--- config.mk ---
export PLATFORM = sky130hd
export DESIGN_NAME = hub_repeater
export DESIGN_NICKNAME = d
export VERILOG_FILES = /design/src/rtl/hub_repeater.sv
export SDC_FILE = /design/constraint.sdc
export NUM_CORES = 1
export LEC_CHECK = 0
export ABC_AREA = 0
export BUFFER_PORTS_ARGS = -buffer_cell sky130_fd_sc_hd__buf_2
export CORE_UTILIZATION = 53
export DETAILED_ROUTE_END_ITERATION = 10
export PLACE_DENSITY = 0.76
export SLEW_MARGIN = 20
export SYNTH_ARGS = -nofsm -noshare
export SYNTH_HDL_FRONTEND = slang
export SYNTH_SLANG_ARGS = --single-unit
--- constraint.sdc ---
create_clock -name clk -period 4.08 [get_ports clk]
set_input_delay 0.816 -clock clk [delete_from_list [all_inputs] [get_ports clk]]
set_output_delay 0.816 -clock clk [all_outputs]
set_load 0.1 [all_outputs]
--- src/rtl/hub_repeater.sv ---
// MII repeater hub: repeats one receiver to all other ports, jams on collision,
// cuts off jabbering streams, and partitions/reconnects misbehaving ports.
module hub_repeater #(
  parameter int unsigned PORT_COUNT      = 4,
  parameter int unsigned JAM_MIN         = 24,
  parameter int unsigned JABBER_LIMIT    = 5000,
  parameter int unsigned PARTITION_LIMIT = 31,
  parameter int unsigned RECONNECT_LIMIT = 128
) (
  input  logic                    clk,
  input  logic                    rst,
  input  logic [PORT_COUNT-1:0]   rx_dv,
  input  logic [PORT_COUNT-1:0]   rx_er,
  input  logic [4*PORT_COUNT-1:0] rxd,
  output logic [PORT_COUNT-1:0]   tx_en,
  output logic [PORT_COUNT-1:0]   tx_er,
  output logic [4*PORT_COUNT-1:0] txd,
  output logic                    collision,
  output logic                    jabber,
  output logic [PORT_COUNT-1:0]   partitioned
);

  localparam int unsigned CNT_W  = $clog2(JABBER_LIMIT + 1);
  localparam int unsigned CCNT_W = $clog2(PARTITION_LIMIT + 1);
  localparam int unsigned RCNT_W = $clog2(RECONNECT_LIMIT + 1);
  localparam int unsigned IDX_W  = (PORT_COUNT > 2) ? $clog2(PORT_COUNT) : 1;
  localparam int unsigned N_W    = $clog2(PORT_COUNT + 1);

  localparam logic [1:0] ST_IDLE   = 2'd0;
  localparam logic [1:0] ST_REPEAT = 2'd1;
  localparam logic [1:0] ST_JAM    = 2'd2;
  localparam logic [1:0] ST_JABBER = 2'd3;

  logic [1:0]                         state_q, state_d;
  logic [CNT_W-1:0]                   cnt_q, cnt_d;
  logic [IDX_W-1:0]                   active_q, active_d;
  logic [PORT_COUNT-1:0][CCNT_W-1:0]  ccnt_q, ccnt_d;
  logic [PORT_COUNT-1:0][RCNT_W-1:0]  rcnt_q, rcnt_d;
  logic [PORT_COUNT-1:0]              partitioned_q, partitioned_d;
  logic [PORT_COUNT-1:0]              tx_en_q, tx_en_d;
  logic [PORT_COUNT-1:0]              tx_er_q, tx_er_d;
  logic [4*PORT_COUNT-1:0]            txd_q, txd_d;
  logic                               collision_q, collision_d;
  logic                               jabber_q, jabber_d;

  logic [PORT_COUNT-1:0] eff_dv;
  logic [N_W-1:0]        n_act;
  logic [IDX_W-1:0]      first_idx;
  logic                  found;
  logic                  act_dv;
  logic                  clean_eof;
  logic                  jam_entry;
  logic [3:0]            fwd_rxd;
  logic                  fwd_er;

  // Receivers that may start or collide, and their count.
  always_comb begin
    eff_dv    = rx_dv & ~partitioned_q;
    n_act     = '0;
    first_idx = '0;
    found     = 1'b0;
    act_dv    = 1'b0;
    for (int unsigned i = 0; i < PORT_COUNT; i++) begin
      n_act = n_act + N_W'(eff_dv[i]);
      if (eff_dv[i] && !found) begin
        first_idx = IDX_W'(i);
        found     = 1'b1;
      end
      if (IDX_W'(i) == active_q) act_dv = rx_dv[i];
    end
  end

  // Next-state decision.
  always_comb begin
    state_d   = state_q;
    cnt_d     = cnt_q;
    active_d  = active_q;
    clean_eof = 1'b0;
    case (state_q)
      ST_IDLE: begin
        if (n_act == N_W'(1)) begin
          state_d  = ST_REPEAT;
          active_d = first_idx;
          cnt_d    = CNT_W'(1);
        end else if (n_act >= N_W'(2)) begin
          state_d = ST_JAM;
          cnt_d   = CNT_W'(1);
        end
      end
      ST_REPEAT: begin
        if (n_act >= N_W'(2)) begin
          state_d = ST_JAM;
          cnt_d   = CNT_W'(1);
        end else if (!act_dv) begin
          state_d   = ST_IDLE;
          clean_eof = 1'b1;
        end else if (cnt_q == CNT_W'(JABBER_LIMIT)) begin
          state_d = ST_JABBER;
        end else begin
          cnt_d = cnt_q + CNT_W'(1);
        end
      end
      ST_JAM: begin
        if (cnt_q >= CNT_W'(JAM_MIN) && n_act == '0) begin
          state_d = ST_IDLE;
        end else if (cnt_q == CNT_W'(JABBER_LIMIT)) begin
          state_d = ST_JABBER;
        end else begin
          cnt_d = cnt_q + CNT_W'(1);
        end
      end
      ST_JABBER: begin
        if (eff_dv == '0) state_d = ST_IDLE;
      end
      default: state_d = ST_IDLE;
    endcase
  end

  assign jam_entry = (state_d == ST_JAM) && (state_q != ST_JAM);

  // Collision counting, partitioning and reconnection per port.
  always_comb begin
    ccnt_d        = ccnt_q;
    rcnt_d        = rcnt_q;
    partitioned_d = partitioned_q;
    for (int unsigned i = 0; i < PORT_COUNT; i++) begin
      if (jam_entry && eff_dv[i]) begin
        if (ccnt_q[i] != CCNT_W'(PARTITION_LIMIT)) ccnt_d[i] = ccnt_q[i] + CCNT_W'(1);
        if (ccnt_d[i] == CCNT_W'(PARTITION_LIMIT)) partitioned_d[i] = 1'b1;
      end
      if (clean_eof && IDX_W'(i) == active_q) ccnt_d[i] = '0;
      if (!rx_dv[i]) begin
        if (partitioned_q[i] && rcnt_q[i] == RCNT_W'(RECONNECT_LIMIT)) begin
          partitioned_d[i] = 1'b0;
          ccnt_d[i]        = '0;
        end
        rcnt_d[i] = '0;
      end else if (partitioned_q[i] && rcnt_q[i] != RCNT_W'(RECONNECT_LIMIT)) begin
        rcnt_d[i] = rcnt_q[i] + RCNT_W'(1);
      end
    end
  end

  // Outputs follow the state being entered and the nibble sampled now.
  always_comb begin
    tx_en_d     = '0;
    tx_er_d     = '0;
    txd_d       = '0;
    collision_d = 1'b0;
    jabber_d    = 1'b0;
    fwd_rxd     = '0;
    fwd_er      = 1'b0;
    for (int unsigned i = 0; i < PORT_COUNT; i++) begin
      if (IDX_W'(i) == active_d) begin
        fwd_rxd = rxd[4*i +: 4];
        fwd_er  = rx_er[i];
      end
    end
    case (state_d)
      ST_REPEAT: begin
        for (int unsigned i = 0; i < PORT_COUNT; i++) begin
          if (IDX_W'(i) != active_d) begin
            tx_en_d[i]       = 1'b1;
            tx_er_d[i]       = fwd_er;
            txd_d[4*i +: 4]  = fwd_rxd;
          end
        end
      end
      ST_JAM: begin
        tx_en_d     = '1;
        txd_d       = {PORT_COUNT{4'h5}};
        collision_d = 1'b1;
      end
      ST_JABBER: jabber_d = 1'b1;
      default: ;
    endcase
  end

  always_ff @(posedge clk) begin
    if (rst) begin
      state_q       <= ST_IDLE;
      cnt_q         <= '0;
      active_q      <= '0;
      ccnt_q        <= '0;
      rcnt_q        <= '0;
      partitioned_q <= '0;
      tx_en_q       <= '0;
      tx_er_q       <= '0;
      txd_q         <= '0;
      collision_q   <= 1'b0;
      jabber_q      <= 1'b0;
    end else begin
      state_q       <= state_d;
      cnt_q         <= cnt_d;
      active_q      <= active_d;
      ccnt_q        <= ccnt_d;
      rcnt_q        <= rcnt_d;
      partitioned_q <= partitioned_d;
      tx_en_q       <= tx_en_d;
      tx_er_q       <= tx_er_d;
      txd_q         <= txd_d;
      collision_q   <= collision_d;
      jabber_q      <= jabber_d;
    end
  end

  assign tx_en       = tx_en_q;
  assign tx_er       = tx_er_q;
  assign txd         = txd_q;
  assign collision   = collision_q;
  assign jabber      = jabber_q;
  assign partitioned = partitioned_q;

endmodule

==> results of run 1 <==
state kept, by name (all words and copies together) (netlist names):
signal,count
rcnt_q,32
ccnt_q,20
txd,16
cnt_q,13
partitioned,4
tx_en,4
tx_er,4
active_q,2
state_q,2
collision,1
jabber,1
layout make-up:
type	instances	area (µm²)	area share
Multi-Input combinational cell	448	2880	0.503
Sequential cell	99	1980	0.347
Timing Repair Buffer	79	455	0.0796
Tap cell	111	139	0.0243
Clock buffer	9	124	0.0217
Inverter	23	86.3	0.0151
Clock inverter	7	51.3	0.00897
critical path: cells and delay by family:
kind / cells / cell delay, ns
simple gates: 6 / 1.42
fa+ha+maj: 5 / 1.19
compound gates: 3 / 0.43
buf+inv: 4 / 0.32
power by group through the flow:
| stage | sequential (W) | combinational (W) | clock (W) |
|---|---|---|---|
| detailed placement | 0.00121 | 0.00149 | 0 |
| global placement | 0.00121 | 0.00145 | 0 |
| floorplan | 0.00166 | 0.000658 | 0 |
| finish | 0.00119 | 0.00152 | 0.000564 |
| CTS | 0.00119 | 0.00150 | 0.000589 |
| global route | 0.00121 | 0.00164 | 0.000618 |
synth_stat cells, types with 14 or more instances:
master and n:
dfxtp_1 99, nor2_1 70, nand2_1 52, a21oi_1 36, nand3_1 30, o21ai_0 30, ha_1 28, inv_1 23
xor2_1 22, nor3_1 15, and3_1 14, clkbuf_1 14, nand4_1 14
metrics by stage:
step / std cells / hold WS, ns / power [W] / setup TNS (ns)
6_report: 776 / 0.482 / 0.00328 / 0
5_1_grt: 776 / 0.510 / 0.00347 / -0.161
4_1_cts: 776 / 0.485 / 0.00328 / 0
3_5_place_dp: 760 / 0.471 / 0.00270 / -5.60
3_3_place_gp: 760 / 0.461 / 0.00266 / -2.95
2_1_floorplan: 587 / 0.448 / 0.00232 / -0.600
metal layers:
metal	routed length, µm	global-route usage	vias to the layer above
li1	-	-	2220
met1	4800	0.270	2003
met2	5050	0.380	65
met3	311	0.0475	11
met4	121	0.0689	0
met5	0	0	-
kinds of logic (layout without fill, tap and decap cells):
kind of cell | count (synthesis) | after routing | synth area share
multiplexers | 16 | 16 | 0.0351
buffers and inverters | 40 | 118 | 0.0308
flip-flops | 99 | 99 | 0.397
AND/OR/NAND/NOR | 257 | 257 | 0.258
XOR/XNOR | 34 | 34 | 0.0597
adder cells (fa/ha/maj) | 28 | 28 | 0.0702
AO/OA/AOI/OAI | 113 | 113 | 0.149
worst paths after layout:
path / end / cells after the start / slack, ns / from
max: txd[5] / 18 / 0.22 / rx_dv[0]
min: rcnt_q[1] / 2 / 0.48 / rcnt_q[1]
max reg2reg: txd[5] / 17 / 0.41 / partitioned[0]
min reg2reg: rcnt_q[1] / 2 / 0.48 / rcnt_q[1]
==> report_table.html, run 1 <==
<table>
<tr><th>Metric</th><th>Value</th></tr>
<tr><th colspan="2">Clock tree</th></tr>
<tr><td>Number of setup buffers added after CTS</td><td>0</td></tr>
<tr><td>Total of hold buffers inserted after clock tree synthesis</td><td>0</td></tr>
<tr><td># resized after CTS</td><td>0</td></tr>
<tr><td>Buffer cell driving the clock tree root</td><td>clkbuf_8</td></tr>
<tr><td>TritonCTS Buffers</td><td>9</td></tr>
<tr><td>Source-to-sink clock delay at the later pin of the worst-skew pair</td><td>0.37 ns</td></tr>
<tr><td>CTS Buffer Depth</td><td>2</td></tr>
<tr><td>Clk sink count</td><td>99</td></tr>
<tr><td>Clock tree from TritonCTS</td><td>done</td></tr>
<tr><td>H-tree depth reported by CTS</td><td>3</td></tr>
<tr><td>Clock transition at the registers of the reported paths</td><td>0.11 ns</td></tr>
<tr><th colspan="2">Logic synthesis</th></tr>
<tr><td>Post-synth net total</td><td>641</td></tr>
<tr><td>Netlist cell types</td><td>51</td></tr>
<tr><td>Post-Syn Instances</td><td>587</td></tr>
<tr><td>Register area share after synthesis</td><td>0.397</td></tr>
<tr><td>Yosys top cell area share</td><td>0.397</td></tr>
<tr><td>Commonest register cell after synthesis</td><td>dfxtp_1</td></tr>
<tr><td>Library cell occupying the most area in the post-synthesis netlist</td><td>dfxtp_1</td></tr>
<tr><td>Number of flip-flops and latches in the synthesized netlist</td><td>99</td></tr>
<tr><td>Cells taking the most area after synthesis</td><td>dfxtp_1 40%, ha_1 7.0%, nor2_1 5.3%</td></tr>
<tr><td>Netlist Area Pre-Place</td><td>0.00499 mm²</td></tr>
<tr><td>Mean area per synthesized cell</td><td>8.50 µm²</td></tr>
<tr><td>Number of flops mapped to enable cells by yosys</td><td>0</td></tr>
<tr><td>Proportion of synthesized flip-flops having asynchronous set or reset</td><td>0</td></tr>
<tr><td>Synth Warn #</td><td>0</td></tr>
<tr><th colspan="2">STA</th></tr>
<tr><td>Crit share post-route</td><td>0.947</td></tr>
<tr><td>Maximum clock skew at final layout</td><td>0.0193 ns</td></tr>
<tr><td>Total of endpoints with negative setup slack in the final report</td><td>0</td></tr>
<tr><td>Worst Tran Pin Value</td><td>0.625 ns</td></tr>
<tr><td>Rel. slew slack</td><td>0.580</td></tr>
<tr><td>Setup slack after layout</td><td>0.216 ns</td></tr>
<tr><td>Final-report hold violation count</td><td>0</td></tr>
<tr><td>Minimum clock period</td><td>between 3 and 4 ns</td></tr>
<tr><td>Maximum achievable frequency</td><td>259 MHz</td></tr>
<tr><td>Max-slew violation total from the final report</td><td>0</td></tr>
<tr><td>Setup repair after global routing missed its margin</td><td>yes</td></tr>
<tr><th colspan="2">Hold path</th></tr>
<tr><td>Class of the tightest hold or removal check</td><td>reg -&gt; reg</td></tr>
<tr><th colspan="2">Placement</th></tr>
<tr><td>Placed cell areas</td><td>0.00552 mm²</td></tr>
<tr><td>Buffers added on ports</td><td>between 50 and 60</td></tr>
<tr><td>Placement Setup Slack</td><td>-0.253 ns</td></tr>
<tr><td>Half-perimeter wire length after detailed placement</td><td>7.64 mm</td></tr>
<tr><td>Routability Congestion</td><td>a little over 0.8</td></tr>
<tr><th colspan="2">Finish</th></tr>
<tr><td>Layout net count</td><td>714</td></tr>
<tr><td>Layout cell share with drive strength beyond 1</td><td>0.183</td></tr>
<tr><td>Final standard cell utilization of the core</td><td>0.622</td></tr>
<tr><td>Antenna Diode Count</td><td>0</td></tr>
<tr><td>Most common cell after layout, fill and taps aside</td><td>dfxtp_1</td></tr>
<tr><td>Final instance area</td><td>0.00572 mm²</td></tr>
<tr><td>Relative area change from synthesis to final layout</td><td>14.6%</td></tr>
<tr><td>Most frequent cells in the layout</td><td>97 x dfxtp_1, 67 x nor2_1, 55 x buf_2</td></tr>
<tr><td>Total of fill cells in the finished design</td><td>~800</td></tr>
<tr><th colspan="2">Floorplanning</th></tr>
<tr><td>Area enclosed by the die boundary</td><td>between 0.009 and 0.01 mm²</td></tr>
<tr><td>I/O pin cnt</td><td>56</td></tr>
<tr><td>Starting utilization of the core area</td><td>0.543</td></tr>
<tr><td>Std-Cell Core Area</td><td>0.00920 mm²</td></tr>
<tr><td>Die Wd</td><td>99.0 µm</td></tr>
<tr><td>Die span in y</td><td>99.0 µm</td></tr>
<tr><td>Row cnt</td><td>35</td></tr>
<tr><th colspan="2">Global route</th></tr>
<tr><td>Global-route wire length before repair</td><td>17.7 mm</td></tr>
<tr><td>GRT overflow</td><td>0</td></tr>
<tr><td>Maximum number of pins on one net before global-route repair</td><td>31</td></tr>
<tr><td>Initial antenna violation count</td><td>0</td></tr>
<tr><td>Via count of the first global-routing pass</td><td>4,040</td></tr>
<tr><td>Total routing resource utilization after global routing</td><td>0.219</td></tr>
<tr><th colspan="2">Detailed routing</th></tr>
<tr><td>DRT iter0 DRCs</td><td>between 150 and 200</td></tr>
<tr><td>Wirelength per Cell</td><td>approximately 13 µm</td></tr>
<tr><td>Total iterations of the first detailed-routing run</td><td>4</td></tr>
<tr><td>Average via count per standard cell</td><td>5.54</td></tr>
<tr><td>Total number of vias</td><td>4,299</td></tr>
<tr><td>Drc violations</td><td>0</td></tr>
<tr><td>Count of antenna-violating nets left after detailed routing</td><td>0</td></tr>
<tr><td>Detailed-route wire length</td><td>10.3 mm</td></tr>
<tr><th colspan="2">Run status</th></tr>
<tr><td>Status</td><td>completed</td></tr>
<tr><th colspan="2">Critical path</th></tr>
<tr><td>Worst setup EP type</td><td>flop</td></tr>
<tr><td>CP peak stage delay</td><td>0.52 ns</td></tr>
<tr><td>Setup crit start kind</td><td>input pin</td></tr>
<tr><td>Slowest cell on crit path</td><td>or3b_2</td></tr>
<tr><td>Data arrival at the endpoint of the critical path</td><td>4.19 ns</td></tr>
<tr><td>Crit path max fanout</td><td>6</td></tr>
<tr><td>Critical path start-end classification</td><td>in -&gt; reg</td></tr>
<tr><td>Sequence of cells on the critical path</td><td>buf_2, nor2b_2, inv_1, ha_1, ha_1, ha_1, inv_1, ha_1, or3b_2, nand3_1, o31ai_1, o21bai_2, inv_1, ha_1, nor2b_1, nand2b_1, nor3_1, a31o_2</td></tr>
<tr><td>Worst endpoint required time</td><td>about 4.4 ns</td></tr>
<tr><td>Most common cell on crit path</td><td>ha_1</td></tr>
<tr><th colspan="2">Power and ir drop</th></tr>
<tr><td>Peak ir drop on the vdd network</td><td>0.458 mV</td></tr>
<tr><td>P_leak</td><td>approximately 2.3 nW</td></tr>
<tr><td>Clk network pwr share</td><td>0.172</td></tr>
<tr><td>Proportion of total power due to net switching</td><td>0.446</td></tr>
<tr><td>Power per cell area</td><td>573 mW/mm²</td></tr>
<tr><td>Net Sw Power</td><td>0.00146 W</td></tr>
<tr><td>Relative contribution of sequential cells to total power</td><td>0.364</td></tr>
<tr><td>Part of the total power dissipated in combinational logic</td><td>0.464</td></tr>
<tr><td>Int Power</td><td>between 0.0015 and 0.002 W</td></tr>
<tr><th colspan="2">Run</th></tr>
<tr><td># Max-Cap Violations</td><td>0</td></tr>
</table>
Note: power is estimated with default switching activity, not from simulation.
==> run 2, diff against run 1 <==
CORE_UTILIZATION = 55   (was 53)
CTS_BUF_LIST = sky130_fd_sc_hd__clkbuf_4   (was not set)
PLACE_DENSITY = 0.79   (was 0.76)
REMOVE_ABC_BUFFERS = 1   (was not set)
==> report_table.html, run 2 (synthesized netlist as in run 1, its figures left out) <==
<table>
<tr><th>Metric</th><th>Value</th></tr>
<tr><th colspan="2">Floorplanning</th></tr>
<tr><td>Die span in y</td><td>97.3 µm</td></tr>
<tr><td>Std-Cell Core Area</td><td>0.00876 mm²</td></tr>
<tr><td>Row cnt</td><td>34</td></tr>
<tr><td>Starting utilization of the core area</td><td>0.570</td></tr>
<tr><td>I/O pin cnt</td><td>56</td></tr>
<tr><td>Die Wd</td><td>just under 100 µm</td></tr>
<tr><td>Area enclosed by the die boundary</td><td>~0.0095 mm²</td></tr>
<tr><th colspan="2">Run</th></tr>
<tr><td># Max-Cap Violations</td><td>0</td></tr>
<tr><th colspan="2">Finish</th></tr>
<tr><td>Footprint of the multi-input gates</td><td>0.00287 mm²</td></tr>
<tr><td>Layout cell share with drive strength beyond 1</td><td>0.180</td></tr>
<tr><td>Layout net count</td><td>720</td></tr>
<tr><td>Total of fill cells in the finished design</td><td>between 700 and 800</td></tr>
<tr><td>Relative area change from synthesis to final layout</td><td>14.7%</td></tr>
<tr><td>Most common cell after layout, fill and taps aside</td><td>dfxtp_1</td></tr>
<tr><td>Register area</td><td>a little under 0.002 mm²</td></tr>
<tr><td>Register bank with the most flops</td><td>rcnt_q</td></tr>
<tr><td>Antenna Diode Count</td><td>0</td></tr>
<tr><td>Most frequent cells in the layout</td><td>99 x dfxtp_1, 70 x nor2_1, 55 x buf_2</td></tr>
<tr><td>Final instance area</td><td>0.00573 mm²</td></tr>
<tr><td>Flip-flop count of the largest register, all copies and words added</td><td>32</td></tr>
<tr><th colspan="2">Clock tree</th></tr>
<tr><td>Clk sink count</td><td>slightly below 100</td></tr>
<tr><td>Clock transition at the registers of the reported paths</td><td>0.18 ns</td></tr>
<tr><td>Buffer cell driving the clock tree root</td><td>clkbuf_4</td></tr>
<tr><td>Source-to-sink clock delay at the later pin of the worst-skew pair</td><td>0.47 ns</td></tr>
<tr><td>TritonCTS Buffers</td><td>9</td></tr>
<tr><td>CTS Buffer Depth</td><td>2</td></tr>
<tr><td>Clock tree from TritonCTS</td><td>done</td></tr>
<tr><td>H-tree depth reported by CTS</td><td>3</td></tr>
<tr><th colspan="2">STA</th></tr>
<tr><td>Setup slack after layout</td><td>0.214 ns</td></tr>
<tr><td>Maximum clock skew at final layout</td><td>0.0207 ns</td></tr>
<tr><td>Minimum clock period</td><td>3.87 ns</td></tr>
<tr><td>Final-report hold violation count</td><td>0</td></tr>
<tr><td>Worst Tran Pin Value</td><td>approximately 0.63 ns</td></tr>
<tr><td>Setup repair after global routing missed its margin</td><td>no</td></tr>
<tr><td>Rel. slew slack</td><td>0.576</td></tr>
<tr><td>Max-slew violation total from the final report</td><td>0</td></tr>
<tr><td>Total of endpoints with negative setup slack in the final report</td><td>0</td></tr>
<tr><td>Maximum achievable frequency</td><td>259 MHz</td></tr>
<tr><td>Crit share post-route</td><td>0.948</td></tr>
<tr><th colspan="2">Placement</th></tr>
<tr><td>Placement Setup Slack</td><td>-0.337 ns</td></tr>
<tr><td>Routability Congestion</td><td>0.896</td></tr>
<tr><td>Buffers added on ports</td><td>between 50 and 60</td></tr>
<tr><td>Half-perimeter wire length after detailed placement</td><td>roughly 7.9 mm</td></tr>
<tr><td>Placed cell areas</td><td>0.00556 mm²</td></tr>
<tr><th colspan="2">Power and ir drop</th></tr>
<tr><td>P_leak</td><td>about 2.3 nW</td></tr>
<tr><td>Peak ir drop on the vdd network</td><td>around 0.4 mV</td></tr>
<tr><td>Power per cell area</td><td>564 mW/mm²</td></tr>
<tr><th colspan="2">Detailed routing</th></tr>
<tr><td>Total number of vias</td><td>approximately 4.4k</td></tr>
<tr><td>Drc violations</td><td>0</td></tr>
<tr><td>DRT iter0 DRCs</td><td>164</td></tr>
<tr><td>Detailed-route wire length</td><td>roughly 11 mm</td></tr>
<tr><td>Met2 wire length</td><td>5.23 mm</td></tr>
<tr><td>Count of antenna-violating nets left after detailed routing</td><td>0</td></tr>
<tr><td>Highest routed metal layer</td><td>met4</td></tr>
<tr><td>Wirelength per Cell</td><td>13.6 µm</td></tr>
<tr><td>Average via count per standard cell</td><td>5.69</td></tr>
<tr><td>M1 WL</td><td>~4.8 mm</td></tr>
<tr><td>Total iterations of the first detailed-routing run</td><td>4</td></tr>
<tr><td>Detailed route wirelength on metal3</td><td>slightly above 400 µm</td></tr>
<tr><th colspan="2">Global route</th></tr>
<tr><td>Via count of the first global-routing pass</td><td>4,220</td></tr>
<tr><td>Initial antenna violation count</td><td>0</td></tr>
<tr><td>Total routing resource utilization after global routing</td><td>0.228</td></tr>
<tr><td>Maximum number of pins on one net before global-route repair</td><td>31</td></tr>
<tr><td>Global-route wire length before repair</td><td>18.2 mm</td></tr>
<tr><td>GRT overflow</td><td>0</td></tr>
<tr><th colspan="2">Run status</th></tr>
<tr><td>Status</td><td>completed</td></tr>
<tr><th colspan="2">Critical path</th></tr>
<tr><td>Critical path start-end classification</td><td>in -&gt; reg</td></tr>
<tr><td>Data arrival at the endpoint of the critical path</td><td>about 4.3 ns</td></tr>
<tr><td>Worst setup EP type</td><td>flop</td></tr>
<tr><td>Crit path max fanout</td><td>6</td></tr>
<tr><td>Setup crit start kind</td><td>input pin</td></tr>
<tr><td>Worst endpoint required time</td><td>4.51 ns</td></tr>
<tr><th colspan="2">Hold path</th></tr>
<tr><td>Class of the tightest hold or removal check</td><td>reg -&gt; reg</td></tr>
</table>
[run 2: per-stage QoR]
stage	TNS, ns	total power (W)	util	hold slack [ns]	instances
2_1_floorplan	-7.74	0.00230	-	0.442	570
3_3_place_gp	-2.12	0.00264	0.635	0.463	762
3_5_place_dp	-7.61	0.00270	0.635	0.479	762
4_1_cts	0	0.00322	0.651	0.501	778
5_1_grt	0	0.00342	0.653	0.527	779
6_report	0	0.00323	0.653	0.496	779
[run 2: worst paths after layout]
path / slack (ns) / startpoint / depth (start not counted) / end
worst max-delay path: 0.21 / rx_dv[1] / 19 / txd[3]
worst min-delay path: 0.50 / rcnt_q[1] / 2 / rcnt_q[1]
worst max register to register: 0.34 / partitioned[1] / 18 / txd[3]
worst min register to register: 0.50 / rcnt_q[1] / 2 / rcnt_q[1]
[run 2: final cells by class]
| cell class | instances | area share |
|---|---|---|
| timing repair buffer | 85 | 0.0896 |
| inverter | 23 | 0.0151 |
| sequential | 99 | 0.346 |
| multi-input combinational | 448 | 0.500 |
| tap | 108 | 0.0236 |
| clock buffer | 9 | 0.0118 |
| clock inverter | 7 | 0.0133 |
[run 2: layer usage]
layer	vias up	GRT usage
li1	2227	-
met1	2102	0.269
met2	84	0.405
met3	18	0.0590
met4	0	0.0701
met5	-	0
[run 2: critical path, stage by stage]
cell,delay (ns)
buf_2,0.09
nor2b_1,0.19
inv_1,0.08
ha_1,0.28
ha_1,0.28
ha_1,0.18
inv_1,0.05
ha_1,0.30
or3b_2,0.51
nand3_1,0.10
o31ai_1,0.06
o21bai_1,0.20
inv_1,0.09
ha_1,0.17
nor2b_1,0.21
nand2b_1,0.17
buf_4,0.17
nor3_1,0.22
a31o_2,0.14
[run 2: what timing repair did]
action | 4_1_cts | 5_1_grt
gates resized for setup | 0 | 3
hold buffers | 0 | 0
buffers inserted | 0 | 1
endpoints found under the setup margin | 0 | 7
[run 2: power breakdown]
group          total (W)  switching, W  internal, W
clock           0.000518      0.000368     0.000150
sequential       0.00119     0.0000968      0.00110
combinational    0.00152       0.00102     0.000493
